<file path="src/rtl/ex_mdu.sv">
// ex_mdu: iterative multiply/divide unit for the EX stage.
// Executes mult/multu/div/divu over 32 iterations, owns HI/LO, executes
// mthi/mtlo, and requests a pipeline stall while an operation is in flight.
module ex_mdu #(
    parameter int DATA_W = 32
) (
    input  logic              clk,
    input  logic              rst,
    input  logic [5:0]        stall,
    input  logic              op_valid,
    input  logic [5:0]        mdu_op,
    input  logic [DATA_W-1:0] src_a,
    input  logic [DATA_W-1:0] src_b,
    output logic [DATA_W-1:0] hi_o,
    output logic [DATA_W-1:0] lo_o,
    output logic              stallreq_for_mdu,
    output logic              busy
);

    localparam int W = DATA_W;

    // Stall vector encoding used by the pipeline controller
    localparam logic STOP    = 1'b1;
    localparam logic NO_STOP = 1'b0;

    typedef enum logic [1:0] {
        S_IDLE = 2'd0,
        S_MUL  = 2'd1,
        S_DIV  = 2'd2,
        S_DONE = 2'd3
    } state_t;

    typedef enum logic [2:0] {
        K_NONE  = 3'd0,
        K_DIV   = 3'd1,
        K_DIVU  = 3'd2,
        K_MULT  = 3'd3,
        K_MULTU = 3'd4,
        K_MTHI  = 3'd5,
        K_MTLO  = 3'd6
    } kind_t;

    state_t         state_r;
    logic [5:0]     cnt_r;
    logic [W-1:0]   opnd_r;     // multiplicand (MUL) or divisor (DIV) magnitude
    logic [2*W-1:0] acc_r;      // MUL: {partial product, multiplier}; DIV: {remainder, dividend/quotient}
    logic           sign_q_r;
    logic           sign_r_r;
    logic           div0_r;
    logic [W-1:0]   raw_a_r;    // dividend as issued, returned in HI on divide by zero
    logic [W-1:0]   hi_r;
    logic [W-1:0]   lo_r;

    kind_t          kind_s;
    logic           is_mul_s;
    logic           is_muldiv_s;
    logic           signed_op_s;
    logic           start_s;
    logic [W-1:0]   abs_a_s;
    logic [W-1:0]   abs_b_s;
    logic [W:0]     mul_sum_s;
    logic [2*W-1:0] mul_next_s;
    logic [2*W-1:0] prod_fix_s;
    logic [W:0]     div_shift_s;
    logic [W:0]     div_diff_s;
    logic           div_fits_s;
    logic [2*W-1:0] div_next_s;
    logic [W-1:0]   quo_fix_s;
    logic [W-1:0]   rem_fix_s;
    logic           unused_s;

    // Only the EX hold bit of the stall vector matters here
    assign unused_s = ^{stall[5:4], stall[2:0]};

    // Priority decode of the one-hot opcode: div > divu > mult > multu > mthi > mtlo
    always_comb begin
        kind_s = K_NONE;
        if (mdu_op[5]) begin
            kind_s = K_DIV;
        end else if (mdu_op[4]) begin
            kind_s = K_DIVU;
        end else if (mdu_op[3]) begin
            kind_s = K_MULT;
        end else if (mdu_op[2]) begin
            kind_s = K_MULTU;
        end else if (mdu_op[1]) begin
            kind_s = K_MTHI;
        end else if (mdu_op[0]) begin
            kind_s = K_MTLO;
        end else begin
            kind_s = K_NONE;
        end
    end

    // Issue qualification and operand magnitudes (|0x8000_0000| stays 0x8000_0000)
    always_comb begin
        is_mul_s    = (kind_s == K_MULT) || (kind_s == K_MULTU);
        is_muldiv_s = is_mul_s || (kind_s == K_DIV) || (kind_s == K_DIVU);
        signed_op_s = (kind_s == K_MULT) || (kind_s == K_DIV);
        start_s     = (state_r == S_IDLE) && op_valid && is_muldiv_s;
        abs_a_s     = (signed_op_s && src_a[W-1]) ? (~src_a + {{(W-1){1'b0}}, 1'b1}) : src_a;
        abs_b_s     = (signed_op_s && src_b[W-1]) ? (~src_b + {{(W-1){1'b0}}, 1'b1}) : src_b;
    end

    // One shift-add multiply step: add multiplicand if current multiplier bit is set, shift right
    always_comb begin
        mul_sum_s  = {1'b0, acc_r[2*W-1:W]} + (acc_r[0] ? {1'b0, opnd_r} : {(W+1){1'b0}});
        mul_next_s = {mul_sum_s, acc_r[W-1:1]};
        prod_fix_s = sign_q_r ? (~mul_next_s + {{(2*W-1){1'b0}}, 1'b1}) : mul_next_s;
    end

    // One restoring divide step on a 33-bit partial remainder, quotient bit shifted in at the LSB
    always_comb begin
        div_shift_s = {acc_r[2*W-1:W], acc_r[W-1]};
        div_diff_s  = div_shift_s - {1'b0, opnd_r};
        // A set top bit of the shifted remainder already exceeds any 32-bit divisor
        div_fits_s  = div_shift_s[W] | ~div_diff_s[W];
        if (div_fits_s) begin
            div_next_s = {div_diff_s[W-1:0], acc_r[W-2:0], 1'b1};
        end else begin
            div_next_s = {div_shift_s[W-1:0], acc_r[W-2:0], 1'b0};
        end
        quo_fix_s = sign_q_r ? (~div_next_s[W-1:0] + {{(W-1){1'b0}}, 1'b1}) : div_next_s[W-1:0];
        rem_fix_s = sign_r_r ? (~div_next_s[2*W-1:W] + {{(W-1){1'b0}}, 1'b1}) : div_next_s[2*W-1:W];
    end

    // Control FSM, iteration datapath and the architectural HI/LO registers
    always_ff @(posedge clk or posedge rst) begin
        if (rst) begin
            state_r  <= S_IDLE;
            cnt_r    <= 6'd0;
            opnd_r   <= {W{1'b0}};
            acc_r    <= {(2*W){1'b0}};
            sign_q_r <= 1'b0;
            sign_r_r <= 1'b0;
            div0_r   <= 1'b0;
            raw_a_r  <= {W{1'b0}};
            hi_r     <= {W{1'b0}};
            lo_r     <= {W{1'b0}};
        end else begin
            case (state_r)
                S_IDLE: begin
                    if (start_s) begin
                        state_r  <= is_mul_s ? S_MUL : S_DIV;
                        cnt_r    <= 6'd0;
                        opnd_r   <= is_mul_s ? abs_a_s : abs_b_s;
                        acc_r    <= {{W{1'b0}}, (is_mul_s ? abs_b_s : abs_a_s)};
                        sign_q_r <= signed_op_s & (src_a[W-1] ^ src_b[W-1]);
                        sign_r_r <= signed_op_s & src_a[W-1];
                        div0_r   <= (src_b == {W{1'b0}});
                        raw_a_r  <= src_a;
                    end else if (op_valid && (stall[3] == NO_STOP)) begin
                        if (kind_s == K_MTHI) begin
                            hi_r <= src_a;
                        end else if (kind_s == K_MTLO) begin
                            lo_r <= src_a;
                        end else begin
                            hi_r <= hi_r;
                        end
                    end else begin
                        state_r <= S_IDLE;
                    end
                end
                S_MUL: begin
                    acc_r <= mul_next_s;
                    cnt_r <= cnt_r + 6'd1;
                    if (cnt_r == 6'd31) begin
                        hi_r    <= prod_fix_s[2*W-1:W];
                        lo_r    <= prod_fix_s[W-1:0];
                        state_r <= S_DONE;
                    end else begin
                        state_r <= S_MUL;
                    end
                end
                S_DIV: begin
                    acc_r <= div_next_s;
                    cnt_r <= cnt_r + 6'd1;
                    if (cnt_r == 6'd31) begin
                        if (div0_r) begin
                            hi_r <= raw_a_r;
                            lo_r <= {W{1'b1}};
                        end else begin
                            hi_r <= rem_fix_s;
                            lo_r <= quo_fix_s;
                        end
                        state_r <= S_DONE;
                    end else begin
                        state_r <= S_DIV;
                    end
                end
                S_DONE: begin
                    // Hold here while EX is stalled so the same instruction cannot re-issue
                    if (stall[3] == STOP) begin
                        state_r <= S_DONE;
                    end else begin
                        state_r <= S_IDLE;
                    end
                end
                default: begin
                    state_r <= S_IDLE;
                end
            endcase
        end
    end

    assign hi_o             = hi_r;
    assign lo_o             = lo_r;
    assign stallreq_for_mdu = start_s || (state_r == S_MUL) || (state_r == S_DIV);
    assign busy             = (state_r != S_IDLE);

endmodule

</file>
<file path="config.mk">
export PLATFORM = sky130hd
export DESIGN_NAME = ex_mdu
export DESIGN_NICKNAME = d
export VERILOG_FILES = /design/src/rtl/ex_mdu.sv
export SDC_FILE = /design/constraint.sdc
export NUM_CORES = 1
export LEC_CHECK = 0
export ABC_AREA = 0
export CORE_ASPECT_RATIO = 0.75
export CORE_MARGIN = 4
export CORE_UTILIZATION = 40
export DETAILED_ROUTE_END_ITERATION = 6
export RECOVER_POWER = 50
export SETUP_SLACK_MARGIN = 0.4
export SLEW_MARGIN = 20
export SYNTH_ARGS = -nofsm -noshare
export SYNTH_HDL_FRONTEND = slang
export SYNTH_SLANG_ARGS = --single-unit
</file>
<file path="constraint.sdc">
create_clock -name clk -period 8.4 [get_ports clk]
set_clock_uncertainty 0.05 [all_clocks]
set_input_delay 1.68 -clock clk [delete_from_list [all_inputs] [get_ports clk]]
set_output_delay 1.68 -clock clk [all_outputs]
set_load 0.02 [all_outputs]
</file>
-- Word-level counts from Yosys, hierarchy flattened
Index checks and enable logic that the tools add are counted.
- bits in registers: 203
- bits of input ports: 79
- output and inout bits: 66
- add/subtract/negate cells: 8
- equal/unequal tests: 19
- mux-type cells: 41
- bitwise gates (word level): 11
- reduce and logical (&&, ||, !) cells: 22
- operators by type and width (cell ; count):
    $mux 32 ; 20
    $mux 64 ; 3
    $pmux 32 s3 ; 2
    $pmux 64 s3 ; 1
    $add 32x1->32 const B ; 4
    $not 32->32 ; 4
    $add 64x1->64 const B ; 1
    $not 64->64 ; 1
    $add 32x32->33 ; 1
    $sub 33x32->33 ; 1
    $logic_not 32->1 ; 1
    $mux 3 ; 6
    $pmux 6 s2 ; 1
    $mux 2 ; 5
    $ne 2x2->1 const B ; 5
    $eq 3x3->1 const B ; 3
    $pmux 2 s4 ; 1
    $reduce_and 7->1 ; 1
    $add 6x1->6 const B ; 1
    $eq 3x2->1 const B ; 2
    $eq 6x5->1 const B ; 1
    $logic_or 1x1->1 ; 6
    $mux 6 ; 1
    $ne 2x1->1 const B ; 3
    16 further kinds ; 26

-- Depth between registers and ports, before layout
Gate-level depths: netlist of the first run.
- word-level depth: 13
- gate-level depth with buffers: 22
- mapped depth without buffers: 17

-- Least setup slack after synthesis of the first run
OpenSTA, ideal clock, no wires.
- path type: input-to-output
- start: input mdu_op[3]
- end: output stallreq_for_mdu
- data arrival time: 3174 ps
- data required time: 6670 ps
- slack: 3496 ps
- stages on the path: 6
- path buffers: 3
- cells stage by stage: nor4_1 > or2_2 > clkbuf_1 > clkbuf_1 > clkbuf_1 > nand2_1
- cells in the longest elaborated chain, start to end: 10
- elaborated cells between the ends (all ways): 13
- ends and longest elaborated chain (item ; RTL line ; RTL):
    from (decl) ; 11 ; input logic [5:0] mdu_op,
    $mux 3 * ; 82 ; end else if (mdu_op[3]) begin
    $mux 3 * ; 80 ; end else if (mdu_op[4]) begin
    $mux 3 * ; 78 ; if (mdu_op[5]) begin
    $eq 3x2->1 / $eq 3x3->1 (equally long branches) ; 97 ; is_mul_s = (kind_s == K_MULT) || (kind_s == K_MULTU);
    $logic_or 1x1->1 ; 97 ;
    $logic_or 1x1->1 ; 98 ; is_muldiv_s = is_mul_s || (kind_s == K_DIV) || (kind_s == K_DIVU);
    $logic_or 1x1->1 * ; 98 ;
    $logic_and 1x1->1 * ; 100 ; start_s = (state_r == S_IDLE) && op_valid && is_muldiv_s;
    $logic_or 1x1->1 * (2 in a row) ; 208 ; assign stallreq_for_mdu = start_s || (state_r == S_MUL) || (state_r == S_DIV);
    to (decl) ; 16 ; output logic stallreq_for_mdu,
Mark *: on every way between the ends. The rest lies on a longest branch, timed or not.

-- Worst setup path in the final report of the first run
- start: register acc_r[31]
- end: register hi_r[30], in the netlist hi_o[30]
- cells in the longest elaborated chain, start to end: 10
- elaborated cells between the ends (all ways): 14
- ends and longest elaborated chain (item ; RTL line ; RTL):
    from (decl) ; 46 ; logic [2*W-1:0] acc_r;
    from (signal assigned) ; 133 ; acc_r <= {(2*W){1'b0}};
    from (signal assigned) ; 147 ; acc_r <= {{W{1'b0}}, (is_mul_s ? abs_b_s : abs_a_s)};
    from (signal assigned) ; 165 ; acc_r <= mul_next_s;
    $sub 33x32->33 ; 115 ; div_diff_s = div_shift_s - {1'b0, opnd_r};
    $not 1->1 ; 117 ; div_fits_s = div_shift_s[W] | ~div_diff_s[W];
    $or 1x1->1 ; 117 ;
    $mux 64 ; 118 ; if (div_fits_s) begin
    $not 32->32 ; 124 ; rem_fix_s = sign_r_r ? (~div_next_s[2*W-1:W] + {{(W-1){1'b0}}, 1'b1}) : div_next_s[2*W-1:W];
    $add 32x1->32 ; 124 ;
    $mux 32 ; 124 ;
    $mux 32 ; 179 ; if (div0_r) begin
    $mux 32 ; 178 ; if (cnt_r == 6'd31) begin
    $pmux 32 s3 * ; 141 ; case (state_r)
    to (signal assigned) ; 138 ; hi_r <= {W{1'b0}};
    to (signal assigned) ; 180 ; hi_r <= raw_a_r;
    to (signal assigned) ; 183 ; hi_r <= rem_fix_s;
    to (decl) ; 51 ; logic [W-1:0] hi_r;
Mark *: on every way between the ends. The rest lies on a longest branch, timed or not. The select of a mux whose other input is x is not followed.
A chain may end at the register's enable or synchronous reset.

==> results of run 1 <==
-- routing by layer --
metal | part of all wire | GRT usage | vias up
li1 | - | - | 9487
met3 | 0.087 | 0.0503 | 121
met5 | 0.00062 | 0.00648 | -
met1 | 0.46 | 0.422 | 9950
met4 | 0.032 | 0.0759 | 2
met2 | 0.42 | 0.416 | 907
-- through the flow --
stage	hold WS, ps	setup WS (ps)	utilization	instance area [um^2]	cells
finish	421	2090	0.457	21800	3266
global route	445	1640	0.457	21800	3265
CTS	424	2360	0.457	21800	3265
detailed placement	409	2390	0.442	21000	3225
global placement	407	2420	0.442	21000	3225
floorplan	387	1130	-	19300	2621
-- synth_stat cells (all sizes together) (6+ instances only) --
cell type | instances | share of area
a211o | 8 | 0.0036
a211oi | 20 | 0.0078
a21o | 29 | 0.011
a21oi | 186 | 0.048
a221o | 26 | 0.013
a221oi | 57 | 0.026
a22oi | 29 | 0.011
a31oi | 14 | 0.0045
and2 | 16 | 0.0052
and3 | 12 | 0.0039
and4 | 7 | 0.0032
buf | 24 | 0.0060
clkbuf | 179 | 0.035
dfrtp | 203 | 0.26
ha | 74 | 0.048
inv | 72 | 0.014
mux2 | 7 | 0.0041
mux2i | 20 | 0.010
nand2 | 436 | 0.085
nand2b | 26 | 0.0084
nand3 | 37 | 0.0098
nand4 | 19 | 0.0061
nor2 | 215 | 0.042
nor2b | 7 | 0.0023
nor3 | 45 | 0.012
nor3b | 7 | 0.0027
nor4 | 16 | 0.0052
o211a | 6 | 0.0031
o211ai | 39 | 0.015
o21a | 13 | 0.0050
o21ai | 269 | 0.070
o221ai | 6 | 0.0027
o22ai | 11 | 0.0036
o31ai | 90 | 0.035
o41ai | 18 | 0.0093
or2 | 13 | 0.0042
or3 | 43 | 0.014
or4 | 17 | 0.0074
xnor2 | 145 | 0.066
xor2 | 69 | 0.031
-- sequential cells by signal, indices dropped and copies added (netlist names) --
| name | cells |
|---|---|
| opnd_r | 32 |
| cnt_r | 6 |
| hi_o | 32 |
| lo_o | 32 |
| acc_r | 64 |
| sign_r_r | 1 |
| state_r | 2 |
| div0_r | 1 |
| sign_q_r | 1 |
| raw_a_r | 32 |
-- kinds of logic (layout without fill, tap and decap cells) --
group,Yosys count,after routing
simple gates,937,937
compound gates,885,885
buf+inv,279,284
xor+xnor,214,214
flops,203,203
fa+ha+maj,76,76
mux,27,27
other cells,0,1
-- worst reg2reg max path: stages, from the launching register on --
cell and delay (ps):
dfrtp_1 660, inv_1 200, ha_1 260, fa_1 410, nand2b_1 200, a211oi_1 580, o21ai_0 380, o22a_1 370
nand2_1 110, buf_4 450, inv_1 280, buf_4 330, nor3_1 520, a32oi_1 270, or3_1 550, o21ai_0 330
xor2_1 170, o21ai_0 100
-- how the worst min path moves through the flow --
stage          cells after the start   startpoint     endpoint
3_5_place_dp                       2  raw_a_r[17]  raw_a_r[17]
5_1_grt                            1      lo_o[6]      lo_o[6]
2_1_floorplan                      2  raw_a_r[14]  raw_a_r[14]
4_1_cts                            2  raw_a_r[17]  raw_a_r[17]
3_3_place_gp                       2  raw_a_r[17]  raw_a_r[17]
6_report                           2      hi_o[8]      hi_o[8]
-- area by class of cell --
| class | instances | area, um^2 |
|---|---|---|
| multi-input cells | 2139 | 13300 |
| well taps | 639 | 800 |
| flip-flops and latches | 203 | 5080 |
| clock inverters | 5 | 50.0 |
| fillers | 4839 | 25800 |
| inverters | 76 | 287 |
| clock buffers | 35 | 681 |
| repair buffers | 168 | 1600 |
| diodes | 1 | 2.50 |
-- power groups by stage --
stage	clock network, uW	registers [uW]	logic, uW
4_1_cts	1040	1820	4620
6_report	1030	1830	4660
3_3_place_gp	0	1830	4540
2_1_floorplan	0	1730	3180
5_1_grt	1080	1880	5080
3_5_place_dp	0	1840	4600
==> impl_metrics.tcl, run 1 <==
set metrics [dict create \
    worst-path-max-fanout 40 \
    first_pass_iters 5 \
    number_of_drc_violations_after_detailed_routing_iteration_0 2124 \
    most_common_library_cell_in_the_layout_ignoring_fill_and_taps "nand2_1" \
    post_synth_num_cell_types 86 \
    finalWirelength_um 76000 \
    unrepaired_setup_endpoints_after_global_routing "no" \
    p_clk_frac 0.137 \
    mappedNetlistNets 2776 \
    crit-reg2reg-capture "hi_o[30]" \
    rr_worst_depth 17 \
    async_set_reset_flop_share_out_of_synthesis 1.00 \
    worst_setup_path_type "register to register" \
    fmax_ghz 0.158 \
    timing.critical_path.max_delay_family "compound AO/OA/AOI/OAI gates" \
    io_buffers 139 \
    final-max-slew-violation-count 150 \
    muxShareOfSynthArea 0.0144 \
    p_comb_frac 0.620 \
    post_synth_instance_area_um2 19300 \
    power_report.internal_total_uw 3630 \
    via_count_of_the_first_global_routing_pass 18915 \
    timing.critical_path.arrival_ps 6680 \
    synth_edf_count 0 \
    cp.required_ps 8760 \
    ys_seq_elements 203 \
    crit_path_frequent_cell "o21ai_0" \
    bufs_on_longest_clock_path 3 \
    final_cell_mix "nand2_1, o21ai_0, nor2_1, dfrtp_1, a21oi_1" \
    maxCapViolCount 2 \
    clock_sinks 203 \
    die_height_um 198 \
    globalplace.congestion 0.965 \
    critPathLaunch "acc_r[31]" \
    worst_setup_path_endpoint "hi_o[30]" \
    violations_in_the_final_reports "max-capacitance violations, max-slew violations" \
    crit_path_cell_trace "inv_1 > ha_1 > fa_1 > nand2b_1 > a211oi_1 > o21ai_0 > o22a_1 > nand2_1 > buf_4 > inv_1 > buf_4 > nor3_1 > a32oi_1 > or3_1 > o21ai_0 > xor2_1 > o21ai_0" \
    fin_crit_sh 0.752 \
    max_slew_margin -1.89 \
    global_route.overflow_total 0 \
    post_route_cells_drive_above_1_share 0.0442 \
    worstSetupPathDepth 17 \
    clock_latency_ps 540 \
    post_synth_xor_area_fraction 0.0969 \
    hpwl_um 57500 \
    wl_per_cell_um 23.3 \
    clock_h_tree_levels 1 \
    placementRows 69 \
    post-route-drc-count 0 \
    p_sw_uw 3890 \
    worst_hold_path_type "register to register" \
    slowest_stage "dfrtp_1" \
    placeableCoreArea_um2 47600 \
    antenna_violations_before_repair 0 \
    finalSetupViolCount 0 \
    synthSimpleGateAreaFrac 0.221 \
    grt_start_max_net_pins 91 \
    cts_inserted_buffers 22 \
    num_io_pins 145 \
    hold_buffers 0 \
    worst_r2r_setup_slack_ps 2090 \
    synth_sequential_area_ratio 0.263 \
    area.growth.synth_to_final_pct 12.5 \
    min_period_ps 6310 \
    grt_pass1_wl_um 114000 \
    crit_path_end_kind "register" \
    buffers_inserted_during_post_cts_setup_optimization 0 \
    antenna_violating_nets_post_route 0 \
    drt-vias-per-instance 6.27 \
    power.leakage_uw 0.00883 \
    post_cts_resize_count 0 \
    sw_frac_of_total 0.517 \
    setup.worst_path.start_class "register" \
    initial_core_util 0.407 \
    run_status "finished with violations" \
    via_count 20467 \
    worstPathBufferInverterCount 4 \
    fp.dieArea_um2 52000 \
    cts_tree "done" \
    fin_setup_tns_ps 0 \
    synth_compound_area_frac 0.300 \
    timing.critical_path.slowest_cell_delay_ps 660 \
    grtUsageTotal 0.282 \
    cts.root.buffer_cell "clkbuf_16" \
    finalPower_uw 7520 \
    dieWidth_um 262 \
    synth_top_family_by_area "compound AO/OA/AOI/OAI gates" \
    sequentialPowerShare 0.243 \
    synth_ff_type "dfrtp_1" \
    worst-slew-pin-transition_ps 4320 \
    synthesis.instances 2621 \
    design.final.nets 2765 \
    postSynthAreaPerCell_um2 7.38 \
    finalHoldViolations 0 \
    peakVddDrop_mv 0.241 \
    synthAdderAreaFrac 0.0500 \
    clkTransAtPathRegs_ps 70 \
    ys.warnings.count 0 \
    r2r_start "acc_r[31]" \
    power_per_cell_area_nw_per_um2 346 \
]
No activity file was read; power rests on OpenSTA's default activity.
==> inputs of run 2 (changes only) <==
clock period = 6.4 ns   (was 8.4 ns; I/O delays follow)
==> run 2 against run 1 <==
Effect of this change: the flow still finishes with violations (max-capacitance violations, max-slew violations); cell count rose by 0.43%; sequential cell count did not move; clock power rose by 47%; routed wire length rose by 0.28%; via count rose by 0.27%; first-iteration DRC count rose by 4.8%; fmax rose by 12%; die area did not move; critical endpoint is now hi_o[29]; cell area rose by 1.0%; non-clock buffer count rose by 15; combinational power rose by 33%.
==> impl_metrics.tcl, run 2 (synthesized netlist as in run 1, its figures left out) <==
set metrics [dict create \
    run_status "finished with violations" \
    violations_in_the_final_reports "max-capacitance violations, max-slew violations" \
    fin_setup_tns_ps 0 \
    globalplace.congestion 0.981 \
    setup.worst_path.start_class "register" \
    grtUsageTotal 0.284 \
    design.final.nets 2782 \
    number_of_drc_violations_after_detailed_routing_iteration_0 2227 \
    area.sequential_um2 5080 \
    fp.dieArea_um2 52000 \
    worst-slew-pin-transition_ps 3110 \
    footprint_of_the_multi_input_gates_um2 13200 \
    clock_latency_ps 540 \
    largest_register "acc_r" \
    worst_r2r_setup_slack_ps 760 \
    clock_h_tree_levels 1 \
    final_area_um2 22000 \
    worst-path-max-fanout 24 \
    peakVddDrop_mv 0.565 \
    critPathLaunch "acc_r[0]" \
    fin_crit_sh 0.882 \
    clock_sinks 203 \
    clkTransAtPathRegs_ps 60 \
    crit_path_end_kind "register" \
    timing.critical_path.max_delay_family "compound AO/OA/AOI/OAI gates" \
    finalHoldViolations 0 \
    largest_reg_flops 64 \
    grt_pass1_wl_um 115000 \
    worst_setup_path_type "register to register" \
    number_of_inserted_filler_cells_in_the_final_layout 4776 \
    antenna_violations_before_repair 0 \
    hold_slack_ps 418 \
    slowest_stage "or4_4" \
    dieWidth_um 262 \
    first_pass_iters 5 \
    min_period_ps 5640 \
    power_per_cell_area_nw_per_um2 459 \
    fmax_ghz 0.177 \
    unrepaired_setup_endpoints_after_global_routing "no" \
    timing.critical_path.slowest_cell_delay_ps 590 \
    cts_tree "done" \
    diodes 0 \
    global_route.overflow_total 0 \
    r2r_start "acc_r[0]" \
    placementRows 69 \
    bufs_on_longest_clock_path 3 \
    initial_core_util 0.407 \
    final_cell_mix "nand2_1, o21ai_0, nor2_1, dfrtp_1, a21oi_1" \
    drt-vias-per-instance 6.26 \
    finalWirelength_um 76200 \
    hp-start "lo_o[10]" \
    power.leakage_uw 0.00895 \
    postPlaceCellArea_um2 21200 \
    buffers_inserted_during_post_cts_setup_optimization 0 \
    die_height_um 198 \
    via_count_of_the_first_global_routing_pass 19033 \
    most_common_library_cell_in_the_layout_ignoring_fill_and_taps "nand2_1" \
    crit_path_cell_trace "clkinv_1 > buf_4 > nor2_1 > ha_1 > a21oi_1 > o21ai_1 > a2111oi_0 > a311oi_1 > or3b_2 > or4_4 > or4_4 > o41ai_2 > xnor2_1 > a221oi_1 > o2bb2ai_1" \
    crit_path_frequent_cell "or4_4" \
    worstPathBufferInverterCount 2 \
    post_route_cells_drive_above_1_share 0.0504 \
    timing.critical_path.arrival_ps 6000 \
    max_slew_margin -1.08 \
    cts_inserted_buffers 24 \
    final-max-slew-violation-count 150 \
    placeableCoreArea_um2 47600 \
    maxCapViolCount 2 \
    cp.required_ps 6750 \
    num_io_pins 145 \
    io_buffers 139 \
    wl_per_cell_um 23.2 \
    area.growth.synth_to_final_pct 13.7 \
    hold_buffers 0 \
    finalSetupViolCount 0 \
    via_count 20522 \
    hpwl_um 57500 \
    cts.root.buffer_cell "clkbuf_16" \
    post_cts_resize_count 0 \
    worst_hold_path_type "register to register" \
    antenna_violating_nets_post_route 0 \
    grt_start_max_net_pins 117 \
    post-route-drc-count 0 \
]
-- run 2: final cells by class --
class / count / area share
multi-input combinational: 2139 / 0.602
inverter: 76 / 0.0130
tap: 639 / 0.0364
timing repair buffer: 183 / 0.0792
sequential: 203 / 0.231
clock inverter: 12 / 0.00791
clock buffer: 28 / 0.0299
-- run 2: layer usage --
layer / track usage / routed length (um) / part of all wire / up-vias
met5: 0 / 0 / 0 / -
met4: 0.0664 / 2020 / 0.027 / 0
met3: 0.0414 / 6440 / 0.085 / 98
met2: 0.422 / 32300 / 0.42 / 942
met1: 0.432 / 35400 / 0.46 / 9982
li1: - / - / - / 9500
-- run 2: worst paths after layout --
| kind | to | depth (start not counted) |
|---|---|---|
| min in group asynchronous | state_r[1] | 2 |
| worst max-delay path | hi_o[29] | 15 |
| worst min register to register | lo_o[10] | 1 |
| worst min-delay path | lo_o[10] | 1 |
| max in group asynchronous | hi_o[7] | 3 |
| worst max register to register | hi_o[29] | 15 |
-- run 2: through the flow --
stage          setup WS [ps]  utilization  total power, uW  cells
6_report                 755        0.462            10100   3280
2_1_floorplan           1740            -             6440   2621
3_5_place_dp             898        0.445             8510   3239
3_3_place_gp            1060        0.445             8420   3239
4_1_cts                  850        0.462            10000   3279
5_1_grt                  460        0.462            10800   3280
-- run 2: power breakdown --
part / internal [uW] / leakage, uW / switching, uW
combinational: 2230 / 0.00597 / 3990
sequential: 1810 / 0.00257 / 550
clock: 895 / 0.000409 / 618
==> inputs of run 3 (changes only) <==
CAP_MARGIN = 15   (was unset)
HOLD_SLACK_MARGIN = 0.06   (was unset)
PLACE_DENSITY_LB_ADDON = 0.05   (was unset)
==> run 3 against run 2 <==
Effect of this change: the flow still finishes with violations (max-capacitance violations, max-slew violations); sequential cell count is the same; clock power shrank 6%; global-route usage grew 1.5 points; critical path depth is the same; sequential share of layout area grew 0.062 points; hold slack gained 2.1 ps; core utilization shrank 0.12 points; via count shrank 0.82%; routed wire length grew 4.5%; die area is the same; fmax shrank 0.50%; largest power group unchanged.
==> impl_metrics.tcl, run 3 (synthesized netlist as in run 1, its figures left out) <==
set metrics [dict create \
    run_status "finished with violations" \
    violations_in_the_final_reports "max-capacitance violations, max-slew violations" \
    io_buffers 139 \
    min_period_ps 5670 \
    unrepaired_setup_endpoints_after_global_routing "no" \
    power_per_cell_area_nw_per_um2 461 \
    number_of_inserted_filler_cells_in_the_final_layout 4868 \
    detail_route.wirelength.met1_um 38300 \
    via_count 20354 \
    worst_hold_path_type "register to register" \
    finalHoldViolations 0 \
    worst-slew-pin-transition_ps 2700 \
    hpwl_um 60900 \
    fmax_ghz 0.176 \
    clock_latency_ps 540 \
    setup.worst_path.start_class "register" \
    place_inst 3237 \
    fin_setup_tns_ps 0 \
    dieWidth_um 262 \
    finish.cell_count_without_fillers 3281 \
    post-route-drc-count 0 \
    met2RoutedLength_um 32600 \
    crit_path_end_kind "register" \
    globalplace.congestion 0.974 \
    grt_pass1_wl_um 120000 \
    wire_length_on_met3_um 5970 \
    finalWirelength_um 79600 \
    max_slew_margin -0.802 \
    cts_tree "done" \
    drt-vias-per-instance 6.20 \
    buffers_inserted_during_post_cts_setup_optimization 0 \
    global_route.overflow_total 0 \
    initial_core_util 0.407 \
    cts.root.buffer_cell "clkbuf_16" \
    antenna_violations_before_repair 0 \
    grtUsageTotal 0.298 \
    maxCapViolCount 2 \
    largest_register "acc_r" \
    number_of_drc_violations_after_detailed_routing_iteration_0 2254 \
    wl_per_cell_um 24.3 \
    post_cts_resize_count 0 \
    power.leakage_uw 0.00891 \
    peakVddDrop_mv 0.367 \
    post_route_cells_drive_above_1_share 0.0477 \
    clock_sinks 203 \
    sw_frac_of_total 0.518 \
    bufs_on_longest_clock_path 3 \
    most_common_library_cell_in_the_layout_ignoring_fill_and_taps "nand2_1" \
    die_height_um 198 \
    cts_inserted_buffers 25 \
    placeableCoreArea_um2 47600 \
    cp.required_ps 6770 \
    top_layer_used "met4" \
    area.growth.synth_to_final_pct 13.4 \
    clock_h_tree_levels 1 \
    hold_buffers 0 \
    via_count_of_the_first_global_routing_pass 19095 \
    timing.critical_path.arrival_ps 6050 \
    fin_crit_sh 0.886 \
    placementRows 69 \
    final_cell_mix "nand2_1, o21ai_0, nor2_1, dfrtp_1, a21oi_1" \
    sequentialPowerShare 0.238 \
    fp.dieArea_um2 52000 \
    diodes 0 \
    p_sw_uw 5230 \
    design.final.nets 2780 \
    worst-path-max-fanout 22 \
    power_report.internal_total_uw 4870 \
    num_io_pins 145 \
    antenna_violating_nets_post_route 0 \
    final-max-slew-violation-count 43 \
    p_comb_frac 0.621 \
    largest_reg_flops 64 \
    p_clk_frac 0.140 \
    worst_setup_path_type "register to register" \
    first_pass_iters 5 \
    grt_start_max_net_pins 137 \
    finalSetupViolCount 0 \
    clkTransAtPathRegs_ps 60 \
]
==> run 3: final cells by class <==
class                           instances  area (um^2)  share of cell area
Tap cell                              639          800              0.0365
Multi-Input combinational cell       2139        13200               0.604
Inverter                               76          287              0.0131
Timing Repair Buffer                  180         1730              0.0790
Clock inverter                          8         90.1             0.00411
Clock buffer                           36          687              0.0313
Sequential cell                       203         5080               0.232
==> run 3: power by group through the flow <==
stage,logic (uW),clock network (uW),registers (uW)
floorplan,4170,0,2270
detailed placement,6210,0,2410
global placement,6150,0,2400
finish,6280,1420,2410
CTS,6240,1440,2390
global route,6830,1500,2470
==> run 3: layer usage <==
layer,vias to the layer above,GRT usage
met2,779,0.427
met3,113,0.0545
li1,9520,-
met4,0,0.0911
met1,9942,0.453
met5,-,0
==> run 3: worst max-delay path, stage by stage, from the launching register on <==
cell	delay, ps
dfrtp_1	390
clkinv_1	460
buf_4	410
nor2_1	110
ha_1	330
a21oi_1	290
o21ai_1	250
a2111oi_0	460
a311oi_1	230
or3b_2	590
or4_4	490
or4_4	590
o31ai_1	310
xnor2_1	170
a221oi_1	100
a221oi_1	320
==> run 3: path summary, 6_finish.rpt <==
kind / startpoint / end / slack, ps / cells past startpoint
max in group asynchronous: rst / hi_o[31] / 1670 / 3
min in group asynchronous: rst / acc_r[39] / 1480 / 2
hold reg to reg: lo_o[24] / lo_o[24] / 420 / 2
setup reg to reg: acc_r[0] / hi_o[21] / 730 / 15
setup / recovery: acc_r[0] / hi_o[21] / 730 / 15
hold / removal: lo_o[24] / lo_o[24] / 420 / 2
==> run 3: stage by stage <==
stage               utilization  worst slack (ps)  total power [uW]  hold slack, ps  instance area, um^2
detailed placement        0.445               848              8620             414                21200
global route              0.461               468             10800             446                21900
CTS                       0.461               824             10100             429                21900
floorplan                     -              1740              6440             387                19300
global placement          0.445               949              8550             410                21200
finish                    0.461               727             10100             420                21900
